===== src/rtl/decoder3_to_8_if.sv =====
`default_nettype none
// ============================================================================
// Module      : decoder3_to_8_if
// Description : Bundle of the select/enable inputs and the decoded outputs of
//               the registered 3-to-8 decoder.
//                 en      - decode enable (master -> slave)
//                 a, b, c - select bits, a = MSB (master -> slave)
//                 out     - 8-bit one-hot decoded code (slave -> master)
//                 out_vld - out holds a decoded value (slave -> master)
//               The master modport drives the selects; the slave modport is
//               the decoder itself.
// Revision    : 1.0 - initial release
// ============================================================================
interface decoder3_to_8_if;
    logic       en;
    logic       a;
    logic       b;
    logic       c;
    logic [7:0] out;
    logic       out_vld;

    modport master (
        output en,
        output a,
        output b,
        output c,
        input  out,
        input  out_vld
    );

    modport slave (
        input  en,
        input  a,
        input  b,
        input  c,
        output out,
        output out_vld
    );
endinterface : decoder3_to_8_if
`default_nettype wire


===== src/rtl/decoder3_to_8.sv =====
`default_nettype none
// ============================================================================
// Module      : decoder3_to_8
// Description : Registered 3-to-8 line decoder. The select index {a,b,c}
//               (a = MSB) is decoded to a one-hot code that appears on out one
//               sys_clk edge after it is sampled. With en low the output
//               returns to the idle value and out_vld drops. There is no
//               combinational path from any input to any output.
// Ports       : sys_clk   - system clock, rising-edge active
//               sys_rst_n - asynchronous assert, active-low reset
//               bus       - decoder3_to_8_if.slave (en, a, b, c, out, out_vld)
// Parameters  : IDLE_OUT  - code driven (before polarity) at reset / en=0
// Build macro : DECODER3_TO_8_ACTIVE_LOW_EN - when defined, out is driven
//               inverted (selected line low, idle value ~IDLE_OUT); out_vld
//               keeps its active-high meaning.
// Revision    : 1.0 - initial release
// ============================================================================
module decoder3_to_8 #(
    parameter logic [7:0] IDLE_OUT = 8'h00
) (
    input  wire logic        sys_clk,
    input  wire logic        sys_rst_n,
    decoder3_to_8_if.slave   bus
);

    // Idle/reset pattern as it appears on the pins, polarity already applied.
`ifdef DECODER3_TO_8_ACTIVE_LOW_EN
    localparam logic [7:0] c_idle_pin = ~IDLE_OUT;
`else
    localparam logic [7:0] c_idle_pin = IDLE_OUT;
`endif

    logic [2:0] w_sel;
    logic [7:0] w_code;
    logic [7:0] w_out_d;
    logic       w_out_vld_d;
    logic [7:0] r_out_q;
    logic       r_out_vld_q;

    always_comb begin
        w_sel       = {bus.a, bus.b, bus.c};
        w_code      = 8'h01 << w_sel;
        w_out_d     = c_idle_pin;
        w_out_vld_d = 1'b0;
        if (bus.en) begin
`ifdef DECODER3_TO_8_ACTIVE_LOW_EN
            w_out_d = ~w_code;
`else
            w_out_d = w_code;
`endif
            w_out_vld_d = 1'b1;
        end
    end

    // Reset forces the idle pattern immediately, independent of the clock;
    // release is picked up on the next rising edge.
    always_ff @(posedge sys_clk or negedge sys_rst_n) begin
        if (!sys_rst_n) begin
            r_out_q     <= c_idle_pin;
            r_out_vld_q <= 1'b0;
        end else begin
            r_out_q     <= w_out_d;
            r_out_vld_q <= w_out_vld_d;
        end
    end

    assign bus.out     = r_out_q;
    assign bus.out_vld = r_out_vld_q;

endmodule : decoder3_to_8
`default_nettype wire


===== src/flat_wrapper.sv =====
// flat-port wrapper written by rule: the top's interface ports become plain ports
module decoder3_to_8_flat 
#(
    parameter logic [7:0] IDLE_OUT = 8'h00
)
  (sys_clk, sys_rst_n, bus_en, bus_a, bus_b, bus_c, bus_out, bus_out_vld);
  decoder3_to_8_if bus_i ();
  input  wire logic sys_clk;
  input  wire logic sys_rst_n;
  input wire logic [$bits(bus_i.en)-1:0] bus_en;
  input wire logic [$bits(bus_i.a)-1:0] bus_a;
  input wire logic [$bits(bus_i.b)-1:0] bus_b;
  input wire logic [$bits(bus_i.c)-1:0] bus_c;
  output wire logic [$bits(bus_i.out)-1:0] bus_out;
  output wire logic [$bits(bus_i.out_vld)-1:0] bus_out_vld;
  assign bus_i.en = bus_en;
  assign bus_i.a = bus_a;
  assign bus_i.b = bus_b;
  assign bus_i.c = bus_c;
  assign bus_out = bus_i.out;
  assign bus_out_vld = bus_i.out_vld;
  decoder3_to_8 #(.IDLE_OUT(IDLE_OUT)) u_core (.sys_clk(sys_clk), .sys_rst_n(sys_rst_n), .bus(bus_i));
endmodule

===== config.mk =====
export PLATFORM = sky130hd
export DESIGN_NAME = decoder3_to_8_flat
export DESIGN_NICKNAME = d
export VERILOG_FILES = /design/src/rtl/decoder3_to_8_if.sv /design/src/rtl/decoder3_to_8.sv /design/src/flat_wrapper.sv
export SDC_FILE = /design/constraint.sdc
export NUM_CORES = 1
export LEC_CHECK = 0
export CORE_AREA = 2 2 39 41
export CTS_CLUSTER_DIAMETER = 50
export DETAILED_ROUTE_END_ITERATION = 8
export DIE_AREA = 0 0 41 43
export GPL_TIMING_DRIVEN = 0
export PLACE_DENSITY_LB_ADDON = 0.08
export RECOVER_POWER = 50
export SYNTH_ARGS = -nofsm -noshare
export SYNTH_HDL_FRONTEND = slang
export SYNTH_SLANG_ARGS = --single-unit

===== constraint.sdc =====
create_clock -name sys_clk -period 0.8 [get_ports sys_clk]
set_input_delay 0.12 -clock sys_clk [delete_from_list [all_inputs] [get_ports sys_clk]]
set_output_delay 0.12 -clock sys_clk [all_outputs]
set_load 0.005 [all_outputs]

==> impl_metrics.json <==
{
  "post-route-cell-area_um2": 453,
  "final_nets": 42,
  "ant_nets": 0,
  "gp_congestion": 0.674,
  "end_kind": "primary output",
  "finalHoldViolCount": 0,
  "grt_max_degree": 10,
  "drv_slew": 0,
  "setup_tns_ns": -0.384,
  "critical_path_buf_inv_count": 1,
  "port_buffers": 14,
  "max_freq_mhz": 1170,
  "drc_errors": 0,
  "cts_sinks": 9,
  "crit_required_ns": 0.68,
  "grt_pass1_vias": 217,
  "netlist_area_um2": 322,
  "cts_tree": "yes",
  "cp_cell_sequence": "buf_2",
  "setup.worst_path.class": "flip-flop to primary output",
  "yosys.cell_types.count": 5,
  "cts_max_level": 1,
  "status": "finished, violations left",
  "postSynthCellCount": 17,
  "critPathArrivalTime_ns": 0.73,
  "numCtsBuffers": 3,
  "ys_warn_count": 0,
  "grt_remaining_overflow": 0,
  "top_level_ports": 15,
  "irDropWorstVdd_mv": 0.590,
  "period_share_pct": 107,
  "finalWirelength_um": 559,
  "crit_path_max_incr_delay_ns": 0.36,
  "cts_hold_buffers": 0,
  "worst_slack_ns": -0.0524,
  "finalCriticalPeriod_ns": 0.852,
  "finalSetupViolCount": 9,
  "cts_buffer_depth": 2,
  "synth.net_count": 23,
  "area_growth_pct": 40.9,
  "firstDrtPassIters": 1,
  "max_slew.worst_pin.slew_ns": 0.402,
  "drv_cap": 0,
  "critPathMaxFanout": 1,
  "rows": 14,
  "cellLeakagePower_nw": 0.238,
  "violations": "negative setup slack",
  "place_area_um2": 482,
  "layout-drive-gt1-share_pct": 57.1,
  "die_x_um": 41,
  "die_area_um2": 1760,
  "power_density_nw_per_um2": 1930,
  "cp_slowest_cell": "dfrtp_1",
  "cpLargestDelayFamily": "flip-flops",
  "wl_per_cell_um": 11.0,
  "core_area_um2": 1380,
  "cts-root-buf": "clkbuf_4",
  "grt_usage_pct": 8.33,
  "max_slew_margin_pct": 73.1,
  "cp-start-kind": "flip-flop",
  "path_clk_slew_ns": 0.06,
  "dr.first_iter.drc_count": 0,
  "postSynthAreaPerCell_um2": 18.9,
  "die_h_um": 43,
  "start_util_pct": 23.2,
  "grt_pass1_wl_um": 931,
  "yosysSeqAreaShare_pct": 70.0,
  "diodes": 0,
  "rsz0062_at_grt": "true",
  "grt_antenna_before_repair": 0,
  "post_cts.repair.setup_buffers": 0,
  "vias": 219,
  "post_drt_via_cell_ratio": 4.29,
  "ys_seq_elements": 9,
  "worstHoldPathType": "input port to flip-flop"
}
-- final timing paths --
check / endpoint / cells after the start / slack (ns) / from
min in group asynchronous: u_core.bus.out[7]$_DFF_PN0_ / 1 / 0.23 / sys_rst_n
min: u_core.bus.out_vld$_DFF_PN0_ / 1 / 0.11 / bus_en
max in group asynchronous: u_core.bus.out[5]$_DFF_PN0_ / 1 / 0.28 / sys_rst_n
max: bus_out[4] / 1 / -0.05 / u_core.bus.out[4]$_DFF_PN0_
-- what timing repair did --
item,4_1_cts,5_1_grt
pin swaps,0,0
setup endpoints to repair,15,15
cloned,0,0
gates resized for setup,39,1
-- final cells by class --
type                    count  area [um2]
well taps                  16        20.0
multi-input cells           8        96.3
repair buffers             14        85.1
fillers                   150         931
flip-flops and latches      9         225
clock buffers               4        26.3
-- power breakdown --
part	switching [mW]	total, mW	internal [mW]
Sequential	0.00246	0.470	0.468
Clock	0.143	0.335	0.191
Combinational	0.0358	0.0696	0.0338
Total	0.182	0.874	0.693
-- routing by layer --
| metal | global-route usage, % | vias to the layer above | wire [um] |
|---|---|---|---|
| li1 | - | 107 | - |
| met4 | 8.00 | 0 | 8 |
| met3 | 3.14 | 2 | 60 |
| met5 | 0 | - | 0 |
| met1 | 10.4 | 99 | 242 |
| met2 | 10.3 | 11 | 248 |
-- Yosys cell counts --
cell      number  share of area [%]
and4_2         1                3.1
and4b_2        3                 11
and4bb_2       3                 12
dfrtp_1        9                 70
nor4b_2        1                4.7
-- stage by stage --
step	hold slack, ns	setup WS [ns]	utilization (%)	power [mW]	instances
after global routing	0.116	-0.0832	32.7	0.928	51
after global placement	0.432	-0.296	34.8	0.571	47
after floorplan	-0.176	0.331	-	0.497	17
final	0.105	-0.0524	32.7	0.874	51
after detailed placement	0.440	-0.304	34.8	0.572	47
after CTS	0.163	-0.0670	33.2	0.902	51
-- cells by family (layout without fill, tap and decap cells) --
kind of cell | after synthesis | after routing | share of synthesized area, %
flops | 9 | 9 | 70.0
simple gates | 8 | 8 | 30.0
buf+inv | 0 | 18 | 0
-- flip-flops by register name, summed over array words and instances, names as in the netlist --
signal              flops
u_core.bus.out_vld      1
u_core.bus.out          8
-- cell usage in the layout (no fill, tap or decap), drive strengths merged --
| cell | n |
|---|---|
| buf | 9 |
| dfrtp | 9 |
| clkbuf | 5 |
| and4b | 3 |
| and4bb | 3 |
| dlygate4sd2 | 3 |
| nor4b | 1 |
| and4 | 1 |
| dlygate4sd3 | 1 |
Note: power is estimated with default switching activity, not from simulation.
